[config.mk]
export PLATFORM = sky130hd
export DESIGN_NAME = hs_wb_buffer
export DESIGN_NICKNAME = d
export VERILOG_FILES = /design/src/rtl/hs_wb_buffer_pkg.sv /design/src/rtl/hs_wb_buffer_fifo.sv /design/src/rtl/hs_wb_buffer.sv
export SDC_FILE = /design/constraint.sdc
export NUM_CORES = 1
export LEC_CHECK = 0
export BUFFER_PORTS_ARGS = -buffer_cell sky130_fd_sc_hd__buf_2
export CORE_MARGIN = 4
export CORE_UTILIZATION = 47
export CTS_CLUSTER_DIAMETER = 120
export DETAILED_ROUTE_END_ITERATION = 8
export GPL_TIMING_DRIVEN = 0
export PLACE_DENSITY = 0.67
export SKIP_CTS_REPAIR_TIMING = 1
export SYNTH_ARGS = -nofsm -noshare
export SYNTH_HDL_FRONTEND = slang
export SYNTH_SLANG_ARGS = --single-unit
[constraint.sdc]
create_clock -name clk -period 32.4 [get_ports clk]
set_input_delay 6.48 -clock clk [delete_from_list [all_inputs] [get_ports clk]]
set_output_delay 6.48 -clock clk [all_outputs]
set_load 0.01 [all_outputs]
[src/rtl/hs_wb_buffer_pkg.sv]
// Shared definitions for the hardswish write-back buffer: lane geometry
// defaults, the tile FSM state type and the packed-vector width helper.
package hs_wb_buffer_pkg;

  localparam int unsigned HS_OUT_SIZE = 14;
  localparam int unsigned HS_LANES    = 16;

  typedef enum logic [1:0] {
    ST_IDLE  = 2'd0,
    ST_RUN   = 2'd1,
    ST_DRAIN = 2'd2,
    ST_DONE  = 2'd3
  } wb_state_t;

  // Total bit width of one beat: every lane packed side by side, lane 0 at the LSBs.
  function automatic int unsigned vec_width(input int unsigned out_size,
                                            input int unsigned lanes);
    return out_size * lanes;
  endfunction

endpackage

[src/rtl/hs_wb_buffer_fifo.sv]
// hs_wb_fifo: synchronous show-ahead FIFO. The head entry is visible on
// o_rdata whenever o_empty is low; o_level is the registered occupancy.
// The caller must never push when full without popping in the same cycle,
// and never pop when empty.
module hs_wb_fifo
  import hs_wb_buffer_pkg::*;
#(
  parameter int unsigned WIDTH = vec_width(HS_OUT_SIZE, HS_LANES),
  parameter int unsigned DEPTH = 8
) (
  input  logic                       clk,
  input  logic                       rst,
  input  logic                       i_push,
  input  logic                       i_pop,
  input  logic [WIDTH-1:0]           i_wdata,
  output logic [WIDTH-1:0]           o_rdata,
  output logic                       o_full,
  output logic                       o_empty,
  output logic [$clog2(DEPTH):0]     o_level
);

  localparam int unsigned AW = $clog2(DEPTH);

  logic [WIDTH-1:0] r_mem [DEPTH];
  logic [AW-1:0]    r_rd_ptr;
  logic [AW-1:0]    r_wr_ptr;
  logic [AW:0]      r_count;

  // Storage write; contents need no reset because occupancy gates every read.
  always_ff @(posedge clk) begin
    if (i_push) r_mem[r_wr_ptr] <= i_wdata;
  end

  // Pointer and occupancy bookkeeping; pointers wrap naturally (DEPTH is 2^AW).
  always_ff @(posedge clk) begin
    if (rst) begin
      r_rd_ptr <= '0;
      r_wr_ptr <= '0;
      r_count  <= '0;
    end else begin
      if (i_push) r_wr_ptr <= r_wr_ptr + 1'b1;
      if (i_pop)  r_rd_ptr <= r_rd_ptr + 1'b1;
      case ({i_push, i_pop})
        2'b10:   r_count <= r_count + 1'b1;
        2'b01:   r_count <= r_count - 1'b1;
        default: r_count <= r_count;
      endcase
    end
  end

  assign o_rdata = r_mem[r_rd_ptr];
  assign o_full  = (r_count == (AW+1)'(DEPTH));
  assign o_empty = (r_count == '0);
  assign o_level = r_count;

endmodule

[src/rtl/hs_wb_buffer.sv]
// hs_wb_buffer: captures hardswish result beats into a small FIFO and drains
// them to the feature-map write port at an auto-incrementing address, one
// tile per start command.
// Optional build macro HS_WB_DROP_CNT_EN adds a 16-bit saturating drop_count
// output counting beats lost to a full FIFO in the current tile.
module hs_wb_buffer
  import hs_wb_buffer_pkg::*;
#(
  parameter int unsigned OUT_SIZE   = HS_OUT_SIZE,
  parameter int unsigned LANES      = HS_LANES,
  parameter int unsigned FIFO_DEPTH = 8,
  parameter int unsigned ADDR_WIDTH = 12,
  parameter int unsigned CNT_WIDTH  = 13
) (
  input  logic                                 clk,
  input  logic                                 rst,
  input  logic                                 start,
  input  logic [ADDR_WIDTH-1:0]                base_addr,
  input  logic [CNT_WIDTH-1:0]                 num_words,
  input  logic [vec_width(OUT_SIZE,LANES)-1:0] in_data,
  input  logic                                 in_valid,
  output logic                                 mem_wr_en,
  output logic [ADDR_WIDTH-1:0]                mem_addr,
  output logic [vec_width(OUT_SIZE,LANES)-1:0] mem_wdata,
  input  logic                                 mem_ready,
  output logic                                 busy,
  output logic                                 done,
  output logic                                 overflow,
  output logic [$clog2(FIFO_DEPTH):0]          fifo_level
`ifdef HS_WB_DROP_CNT_EN
  ,
  output logic [15:0]                          drop_count
`endif
);

  localparam int unsigned DW = vec_width(OUT_SIZE, LANES);

  wb_state_t                   r_state;
  logic [CNT_WIDTH-1:0]        r_num;
  logic [CNT_WIDTH-1:0]        r_accepted;
  logic [CNT_WIDTH-1:0]        r_written;
  logic [CNT_WIDTH-1:0]        r_dropped;
  logic [ADDR_WIDTH-1:0]       r_addr;
  logic                        r_overflow;

  logic                        w_full;
  logic                        w_empty;
  logic [DW-1:0]               w_head;
  logic [$clog2(FIFO_DEPTH):0] w_level;
  logic                        w_wr_en;
  logic                        w_pop;
  logic                        w_push_try;
  logic                        w_push;
  logic                        w_drop;
  logic                        w_start_ok;
  logic [CNT_WIDTH-1:0]        w_acc_nxt;
  logic [CNT_WIDTH-1:0]        w_wr_nxt;
  logic [CNT_WIDTH-1:0]        w_drop_nxt;
  logic [CNT_WIDTH-1:0]        w_fin_nxt;

  hs_wb_fifo #(
    .WIDTH (DW),
    .DEPTH (FIFO_DEPTH)
  ) u_fifo (
    .clk     (clk),
    .rst     (rst),
    .i_push  (w_push),
    .i_pop   (w_pop),
    .i_wdata (in_data),
    .o_rdata (w_head),
    .o_full  (w_full),
    .o_empty (w_empty),
    .o_level (w_level)
  );

  // Push/pop arbitration and next counter values. A push into a full FIFO
  // still succeeds when the head leaves in the same cycle; otherwise the
  // beat is dropped but counted as accepted so the tile length stays fixed.
  always_comb begin
    w_wr_en    = !w_empty && ((r_state == ST_RUN) || (r_state == ST_DRAIN));
    w_pop      = w_wr_en && mem_ready;
    w_push_try = (r_state == ST_RUN) && in_valid && (r_accepted < r_num);
    w_push     = w_push_try && (!w_full || w_pop);
    w_drop     = w_push_try && !w_push;
    w_start_ok = (r_state == ST_IDLE) && start;
    w_acc_nxt  = r_accepted + CNT_WIDTH'(w_push_try);
    w_wr_nxt   = r_written  + CNT_WIDTH'(w_pop);
    w_drop_nxt = r_dropped  + CNT_WIDTH'(w_drop);
    w_fin_nxt  = w_wr_nxt + w_drop_nxt;
  end

  // Tile FSM, beat counters and write address. Transitions use next counter
  // values so DRAIN is entered right after the last beat and DONE right
  // after the last write.
  always_ff @(posedge clk) begin
    if (rst) begin
      r_state    <= ST_IDLE;
      r_num      <= '0;
      r_accepted <= '0;
      r_written  <= '0;
      r_dropped  <= '0;
      r_addr     <= '0;
      r_overflow <= 1'b0;
    end else begin
      r_accepted <= w_acc_nxt;
      r_written  <= w_wr_nxt;
      r_dropped  <= w_drop_nxt;
      if (w_pop)  r_addr     <= r_addr + 1'b1;
      if (w_drop) r_overflow <= 1'b1;
      case (r_state)
        ST_IDLE: begin
          if (start) begin
            r_num      <= num_words;
            r_addr     <= base_addr;
            r_accepted <= '0;
            r_written  <= '0;
            r_dropped  <= '0;
            r_overflow <= 1'b0;
            r_state    <= (num_words == '0) ? ST_DONE : ST_RUN;
          end
        end
        ST_RUN: begin
          if (w_acc_nxt == r_num) r_state <= ST_DRAIN;
        end
        ST_DRAIN: begin
          if (w_fin_nxt == r_num) r_state <= ST_DONE;
        end
        default: r_state <= ST_IDLE;
      endcase
    end
  end

`ifdef HS_WB_DROP_CNT_EN
  logic [15:0] r_drop_count;

  // Saturating per-tile count of beats lost to a full FIFO.
  always_ff @(posedge clk) begin
    if (rst)                               r_drop_count <= '0;
    else if (w_start_ok)                   r_drop_count <= '0;
    else if (w_drop && r_drop_count != '1) r_drop_count <= r_drop_count + 1'b1;
  end

  assign drop_count = r_drop_count;
`endif

  assign mem_wr_en  = w_wr_en;
  assign mem_addr   = r_addr;
  assign mem_wdata  = w_head;
  assign busy       = (r_state == ST_RUN) || (r_state == ST_DRAIN);
  assign done       = (r_state == ST_DONE);
  assign overflow   = r_overflow;
  assign fifo_level = w_level;

endmodule

==> impl_metrics.env, run 1 <==
export IMPL_remaining_drc_errors=0
export IMPL_hold_depth=2
export IMPL_fin_skew_ns=0.05576
export IMPL_seq_area_frac_synth_pct=77.02
export IMPL_cts_root_buf="clkbuf_16"
export IMPL_netlist_area_um2=71950
export IMPL_ir_drop_v=0.00004974
export IMPL_ys_types=61
export IMPL_maxCapViolCount=0
export IMPL_fmax_ghz=0.09255
export IMPL_tightest_slew_ns=1.247
export IMPL_cts_tree="done"
export IMPL_critPathCapture="mem_wdata[208]"
export IMPL_run_status="finished, final reports clean"
export IMPL_ios=498
export IMPL_fin_nets=4413
export IMPL_final_common_cell="edfxtp_1"
export IMPL_setup_violations=0
export IMPL_synth_largest_area_cell="edfxtp_1"
export IMPL_rsz0062_at_grt="false"
export IMPL_ant_nets=0
export IMPL_regArea_um2=55410
export IMPL_grt_max_degree=25
export IMPL_critPathLaunchType="flip-flop"
export IMPL_synth_fp_nets=3474
export IMPL_crit_type="flip-flop to output pin"
export IMPL_final_area_um2=85750
export IMPL_drt_pass1_iter_count=5
export IMPL_avgSynthCellArea_um2=22.64
export IMPL_critPathBufInv=4
export IMPL_grt_overflow_total=0
export IMPL_critPathCaptureType="output pin"
export IMPL_layout_common_cells="1792 x edfxtp_1, 535 x buf_2, 448 x mux4_2"
export IMPL_setup_tns_ns=0
export IMPL_critical_path_required_ns=25.92
export IMPL_hold_violations=0
export IMPL_reg2reg_depth=20
export IMPL_hpwl_um=112500
export IMPL_ys_ff_latch=1872
export IMPL_rows=143
export IMPL_die_h_um=399.3
export IMPL_via_count=35029
export IMPL_clk_path_buf_depth=3
export IMPL_reg2reg_from="r_state[0]$_SDFFE_PP0P_"
export IMPL_n_fill_cell=11320
export IMPL_gp_congestion=0.8171
export IMPL_crit_family="buffers and inverters"
export IMPL_path_clk_slew_ns=0.06
export IMPL_grt_pass1_vias=36210
export IMPL_numCtsBuffers=188
export IMPL_period_needed_ns=10.80
export IMPL_ys_flop_type="edfxtp_1"
export IMPL_timing_rr_end="r_state[1]$_SDFFE_PP0P_"
export IMPL_multiInputGateArea_um2=15880
export IMPL_hp_class="flip-flop to flip-flop"
export IMPL_synthCells=3178
export IMPL_viasPerCell=5.530
export IMPL_async_flop_share_pct=0
export IMPL_relSlewSlack_pct=16.89
export IMPL_grt_pass1_wl_um=240400
export IMPL_critPathMaxStageDelay_ns=0.91
export IMPL_grt_use_total_pct=20.51
export IMPL_drive_gt1_share_pct=40.77
export IMPL_path_cells="clkbuf_1 > clkbuf_1 > buf_1 > mux4_2 > mux2_2 > buf_2"
export IMPL_crit_arrival_ns=4.32
export IMPL_setup_ws_ns=21.60
export IMPL_wirelength_um=163100
export IMPL_ys_top_cells_by_area="edfxtp_1 75%, mux4_2 14%, mux2_2 3.5%, dfxtp_1 2.2%, ha_1 0.70%"
export IMPL_total_power_mw=5.587
export IMPL_cts_htree_levels=4
export IMPL_cts_sinks=1872
export IMPL_die_x_um=399.3
export IMPL_wl_per_cell_um=25.76
export IMPL_antenna_found_initial=68
export IMPL_cp_slowest_cell="clkbuf_1"
export IMPL_yosysTopAreaCellShare_pct=74.79
export IMPL_port_buffers=496
export IMPL_drtIter0Drc=3137
export IMPL_drv_slew=0
export IMPL_powerDensity_nw_per_um2=65.15
export IMPL_yosysWarnings=0
export IMPL_placed_cell_area_um2=79610
export IMPL_r2r_slack_ns=26.32
export IMPL_die_area_um2=159400
export IMPL_place_ws_ns=20.77
export IMPL_start_util_pct=47.31
export IMPL_crit_cells=6
export IMPL_clk_latency_ns=0.80
export IMPL_fin_crit_sh_pct=33.35
export IMPL_core_area_um2=152100
export IMPL_crit_fanout=10
export IMPL_syn_to_final_growth_pct=19.19
export IMPL_path_common_cell="clkbuf_1"
export IMPL_synth_edff_count=1792
export IMPL_p_leak_nw=28.05
[worst min path at each step]
stage / startpoint / to / slack, ns
after floorplan: r_num[12]$_SDFFE_PP0P_ / r_num[12]$_SDFFE_PP0P_ / 0.45
after global placement: overflow$_SDFF_PP0_ / overflow$_SDFF_PP0_ / 0.48
after detailed placement: u_fifo.r_rd_ptr[1]$_SDFFE_PP0N_ / flip-flop / 0.48
after CTS: r_num[12]$_SDFFE_PP0P_ / r_num[12]$_SDFFE_PP0P_ / 0.49
after global routing: u_fifo.r_rd_ptr[1]$_SDFFE_PP0N_ / flip-flop / 0.52
final: r_num[12]$_SDFFE_PP0P_ / r_num[12]$_SDFFE_PP0P_ / 0.49
[report_power, final]
part | switching, mW | internal [mW]
clock | 0.913 | 1.19
sequential | 0.0265 | 2.73
combinational | 0.385 | 0.350
[cell type report]
| class | count | share of cell area (%) |
|---|---|---|
| plain buffers | 144 | 0.6931 |
| clock buffers | 239 | 5.806 |
| multi-input cells | 1133 | 18.52 |
| flip-flops and latches | 1872 | 64.62 |
| well taps | 2030 | 2.962 |
| inverters | 29 | 0.1269 |
| clock inverters | 109 | 1.272 |
| repair buffers | 749 | 5.918 |
| diodes | 29 | 0.08463 |
[kinds of logic (layout without fill, tap and decap cells)]
family | count (synthesis) | in the layout | synth area share, %
muxes | 679 | 679 | 17.63
and+or+nand+nor | 242 | 242 | 1.710
adders and majority gates | 42 | 42 | 0.7513
AOI/OAI and AO/OA | 94 | 94 | 0.9200
buffers and inverters | 173 | 1270 | 0.9756
DFF | 1872 | 1872 | 77.02
xor gates and xnor gates | 76 | 76 | 0.9930
other | 0 | 29 | 0
[worst reg2reg max path: stages, from the launching register on]
cell	delay (ns)
dfxtp_1	0.41
inv_1	0.11
ha_1	0.39
o41a_1	0.16
nand2_1	0.22
inv_1	0.17
buf_1	0.38
nor4_1	0.80
ha_1	0.41
ha_1	0.28
and4_1	0.30
xor2_1	0.22
ha_1	0.33
a21o_1	0.26
a21oi_1	0.36
o221ai_1	0.15
or3_1	0.34
o211a_1	0.13
and4_1	0.23
a211o_1	0.30
o311ai_1	0.06
[per-stage QoR]
step,instances,utilization (%),hold slack (ns)
floorplan,3178,-,0.4498
CTS,6305,56.34,0.4902
global route,6316,56.35,0.5172
finish,6334,56.38,0.4923
detailed placement,5957,52.35,0.4764
global placement,5704,50.61,0.4756
[layer usage]
layer  routed length (um)  part of all wire (%)  GRT usage [%]  vias to the layer above
li1                     -                     -              -                    15230
met4                 4234                   2.6          6.065                       26
met2                78900                    48          32.34                     1089
met1                67740                    42          28.43                    18401
met3                12120                   7.4          5.364                      283
met5                  149                 0.091              0                        -
[flip-flops by register name, indices dropped and copies added, names as in the netlist, named ones only]
| signal | count |
|---|---|
| r_written | 13 |
| r_num | 13 |
| r_state | 2 |
| r_accepted | 13 |
| u_fifo.r_wr_ptr | 3 |
| u_fifo.r_mem | 1792 |
| r_dropped | 13 |
| mem_addr | 12 |
| u_fifo.o_level | 4 |
| overflow | 1 |
| u_fifo.r_rd_ptr | 3 |
[Yosys cell counts (6+ instances only)]
master / count
nand2_1: 62
nand4_1: 11
buf_1: 20
nor3_1: 13
xor2_1: 30
xnor2_1: 42
nand3_1: 20
nor2b_1: 7
nand2b_1: 6
nor4_1: 11
a21oi_1: 28
a21o_1: 10
nor2_1: 56
ha_1: 40
mux2_2: 226
dfxtp_1: 80
buf_2: 39
a211oi_1: 12
o21ai_0: 9
and2_1: 27
and3_1: 7
mux4_2: 448
clkbuf_1: 84
edfxtp_1: 1792
inv_1: 29
No activity file was read; power rests on OpenSTA's default activity.
==> inputs of run 2 (changes only) <==
==> constraint.sdc (replaced) <==
create_clock -name clk -period 8.7 [get_ports clk]
set_input_delay 1.74 -clock clk [delete_from_list [all_inputs] [get_ports clk]]
set_output_delay 1.74 -clock clk [all_outputs]
set_load 0.01 [all_outputs]
==> run 2 against run 1 <==
Critical path depth stayed put. Register-to-register slack worse by 23 ns. Design area is 0.31% higher. Critical path type unchanged. Die area stayed put. Count of clock-buffer cells in the layout is 4 higher. Largest power group unchanged. Highest routed layer unchanged. Combinational power grew to 3.7 times the previous value.
==> impl_metrics.env, run 2 (synthesis gave the netlist of run 1 again) <==
export IMPL_swShare_pct=23.25
export IMPL_start_util_pct=47.31
export IMPL_layout_common_cells="1792 x edfxtp_1, 536 x buf_2, 448 x mux4_2"
export IMPL_rows=143
export IMPL_run_status="finished, final reports clean"
export IMPL_drive_gt1_share_pct=39.16
export IMPL_fin_nets=4317
export IMPL_grt_overflow_total=0
export IMPL_p_int_mw=16.02
export IMPL_multiInputGateArea_um2=15930
export IMPL_hp_class="flip-flop to flip-flop"
export IMPL_fin_crit_sh_pct=70.16
export IMPL_placed_cell_area_um2=79900
export IMPL_grt_pass1_vias=35313
export IMPL_via_count=34903
export IMPL_regArea_um2=55410
export IMPL_wl_per_cell_um=26.07
export IMPL_grt_max_degree=26
export IMPL_fmax_ghz=0.1638
export IMPL_cts_htree_levels=4
export IMPL_core_area_um2=152100
export IMPL_drtIter0Drc=2998
export IMPL_critical_path_required_ns=6.96
export IMPL_setup_violations=0
export IMPL_die_h_um=399.3
export IMPL_die_area_um2=159400
export IMPL_crit_type="flip-flop to output pin"
export IMPL_setup_tns_ns=0
export IMPL_largest_register="u_fifo.r_mem"
export IMPL_seq_power_share_pct=49.2
export IMPL_wirelength_um=162300
export IMPL_syn_to_final_growth_pct=19.55
export IMPL_tightest_slew_ns=1.270
export IMPL_total_power_mw=20.87
export IMPL_cts_sinks=1872
export IMPL_crit_fanout=10
export IMPL_relSlewSlack_pct=15.34
export IMPL_powerDensity_nw_per_um2=242.7
export IMPL_critPathBufInv=4
export IMPL_hold_violations=0
export IMPL_viasPerCell=5.608
export IMPL_period_needed_ns=6.104
export IMPL_largest_reg_flops=1792
export IMPL_reg2reg_depth=20
export IMPL_timing_rr_end="r_state[1]$_SDFFE_PP0P_"
export IMPL_hpwl_um=110800
export IMPL_remaining_drc_errors=0
export IMPL_gp_congestion=0.8127
export IMPL_crit_family="buffers and inverters"
export IMPL_clk_path_buf_depth=3
export IMPL_clkPwrFrac_pct=37.7
export IMPL_cp_slowest_cell="clkbuf_1"
export IMPL_grt_pass1_wl_um=238700
export IMPL_ios=498
export IMPL_n_fill_cell=11224
export IMPL_maxCapViolCount=0
export IMPL_ir_drop_v=0.0002264
export IMPL_final_common_cell="edfxtp_1"
export IMPL_path_cells="clkbuf_1 > clkbuf_1 > buf_1 > mux4_2 > mux2_2 > buf_2"
export IMPL_hold_depth=2
export IMPL_cts_root_buf="clkbuf_16"
export IMPL_r2r_slack_ns=2.90
export IMPL_critPathCaptureType="output pin"
export IMPL_drt_pass1_iter_count=5
export IMPL_hold_start="overflow$_SDFF_PP0_"
export IMPL_reg2reg_from="r_num[1]$_SDFFE_PP0P_"
export IMPL_cts_tree="done"
export IMPL_rsz0062_at_grt="false"
export IMPL_die_x_um=399.3
export IMPL_p_leak_nw=27.81
export IMPL_grt_use_total_pct=20.43
export IMPL_path_common_cell="clkbuf_1"
export IMPL_power_frac_comb_pct=13.2
export IMPL_port_buffers=496
export IMPL_crit_arrival_ns=4.36
export IMPL_critPathMaxStageDelay_ns=0.89
export IMPL_hold_end="overflow$_SDFF_PP0_"
export IMPL_drv_slew=0
export IMPL_numCtsBuffers=186
export IMPL_critPathLaunchType="flip-flop"
export IMPL_ant_nets=0
export IMPL_final_area_um2=86010
export IMPL_fin_skew_ns=0.04992
export IMPL_power_switching_mw=4.852
export IMPL_antenna_found_initial=64
export IMPL_path_clk_slew_ns=0.06
export IMPL_clk_latency_ns=0.81
[run 2: cell types whose count changed in the layout (fill, tap and decap cells not counted), sizes merged, moves of 4 or more]
cell    change
inv         +5
clkbuf      +4
clkinv     -21
diode       -8
buf        -94
bufinv      +5
[run 2: power by group through the flow]
stage                     sequential (mW)  clock, mW  combinational, mW
after floorplan                      10.5          0               1.69
after global placement               10.6          0               2.68
after detailed placement             10.4          0               2.79
after CTS                            10.3       8.05               2.81
after global routing                 10.3       8.47               2.98
final                                10.3       7.87               2.74
[run 2: worst register-to-register path: cells and delay by family (launching register included)]
kind / cells / cell delay (ns)
XOR/XNOR: 1 / 0.28
AO/OA/AOI/OAI: 10 / 2.11
AND/OR/NAND/NOR: 4 / 1.45
buffers and inverters: 1 / 0.08
flip-flops: 1 / 0.50
adder cells (fa/ha/maj): 4 / 1.30
[run 2: layout make-up]
| cell class | count | area share, % |
|---|---|---|
| sequential | 1872 | 64.42 |
| multi-input combinational | 1133 | 18.52 |
| timing repair buffer | 655 | 6.178 |
| clock buffer | 243 | 5.840 |
| tap | 2030 | 2.953 |
| clock inverter | 97 | 1.207 |
| buffer | 144 | 0.6910 |
| inverter | 29 | 0.1266 |
| antenna | 21 | 0.06110 |
[run 2: metal layers]
layer	part of all wire [%]	wire (um)	up-vias	GRT usage, %
li1	-	-	15049	-
met1	41	66550	18397	28.15
met2	49	79180	1137	32.29
met3	7.8	12670	278	5.775
met4	2.2	3625	42	5.577
met5	0.17	273	-	0
[run 2: how the worst max path moves through the flow]
stage,startpoint,end,slack (ns),cells past startpoint
global route,flip-flop,mem_wdata[211],2.23,6
global placement,mem_ready,u_fifo.r_mem[3][139]$_DFFE_PP_,-12.69,5
CTS,flip-flop,mem_wdata[208],2.27,6
finish,flip-flop,mem_wdata[207],2.60,6
floorplan,in_valid,u_fifo.r_mem[3][0]$_DFFE_PP_,-3.01,3
detailed placement,mem_ready,r_state[1]$_SDFFE_PP0P_,2.22,18
[run 2: per-stage QoR]
stage                     instances  util [%]  worst slack [ns]  hold slack [ns]
after floorplan                3178         -            -3.006           0.4498
after global placement         5704     50.67            -12.69           0.4528
after detailed placement       5863     52.54             2.222           0.4643
after CTS                      6203     56.52             2.266           0.4785
after global routing           6210     56.53             2.231           0.5076
final                          6224     56.56             2.596           0.4802
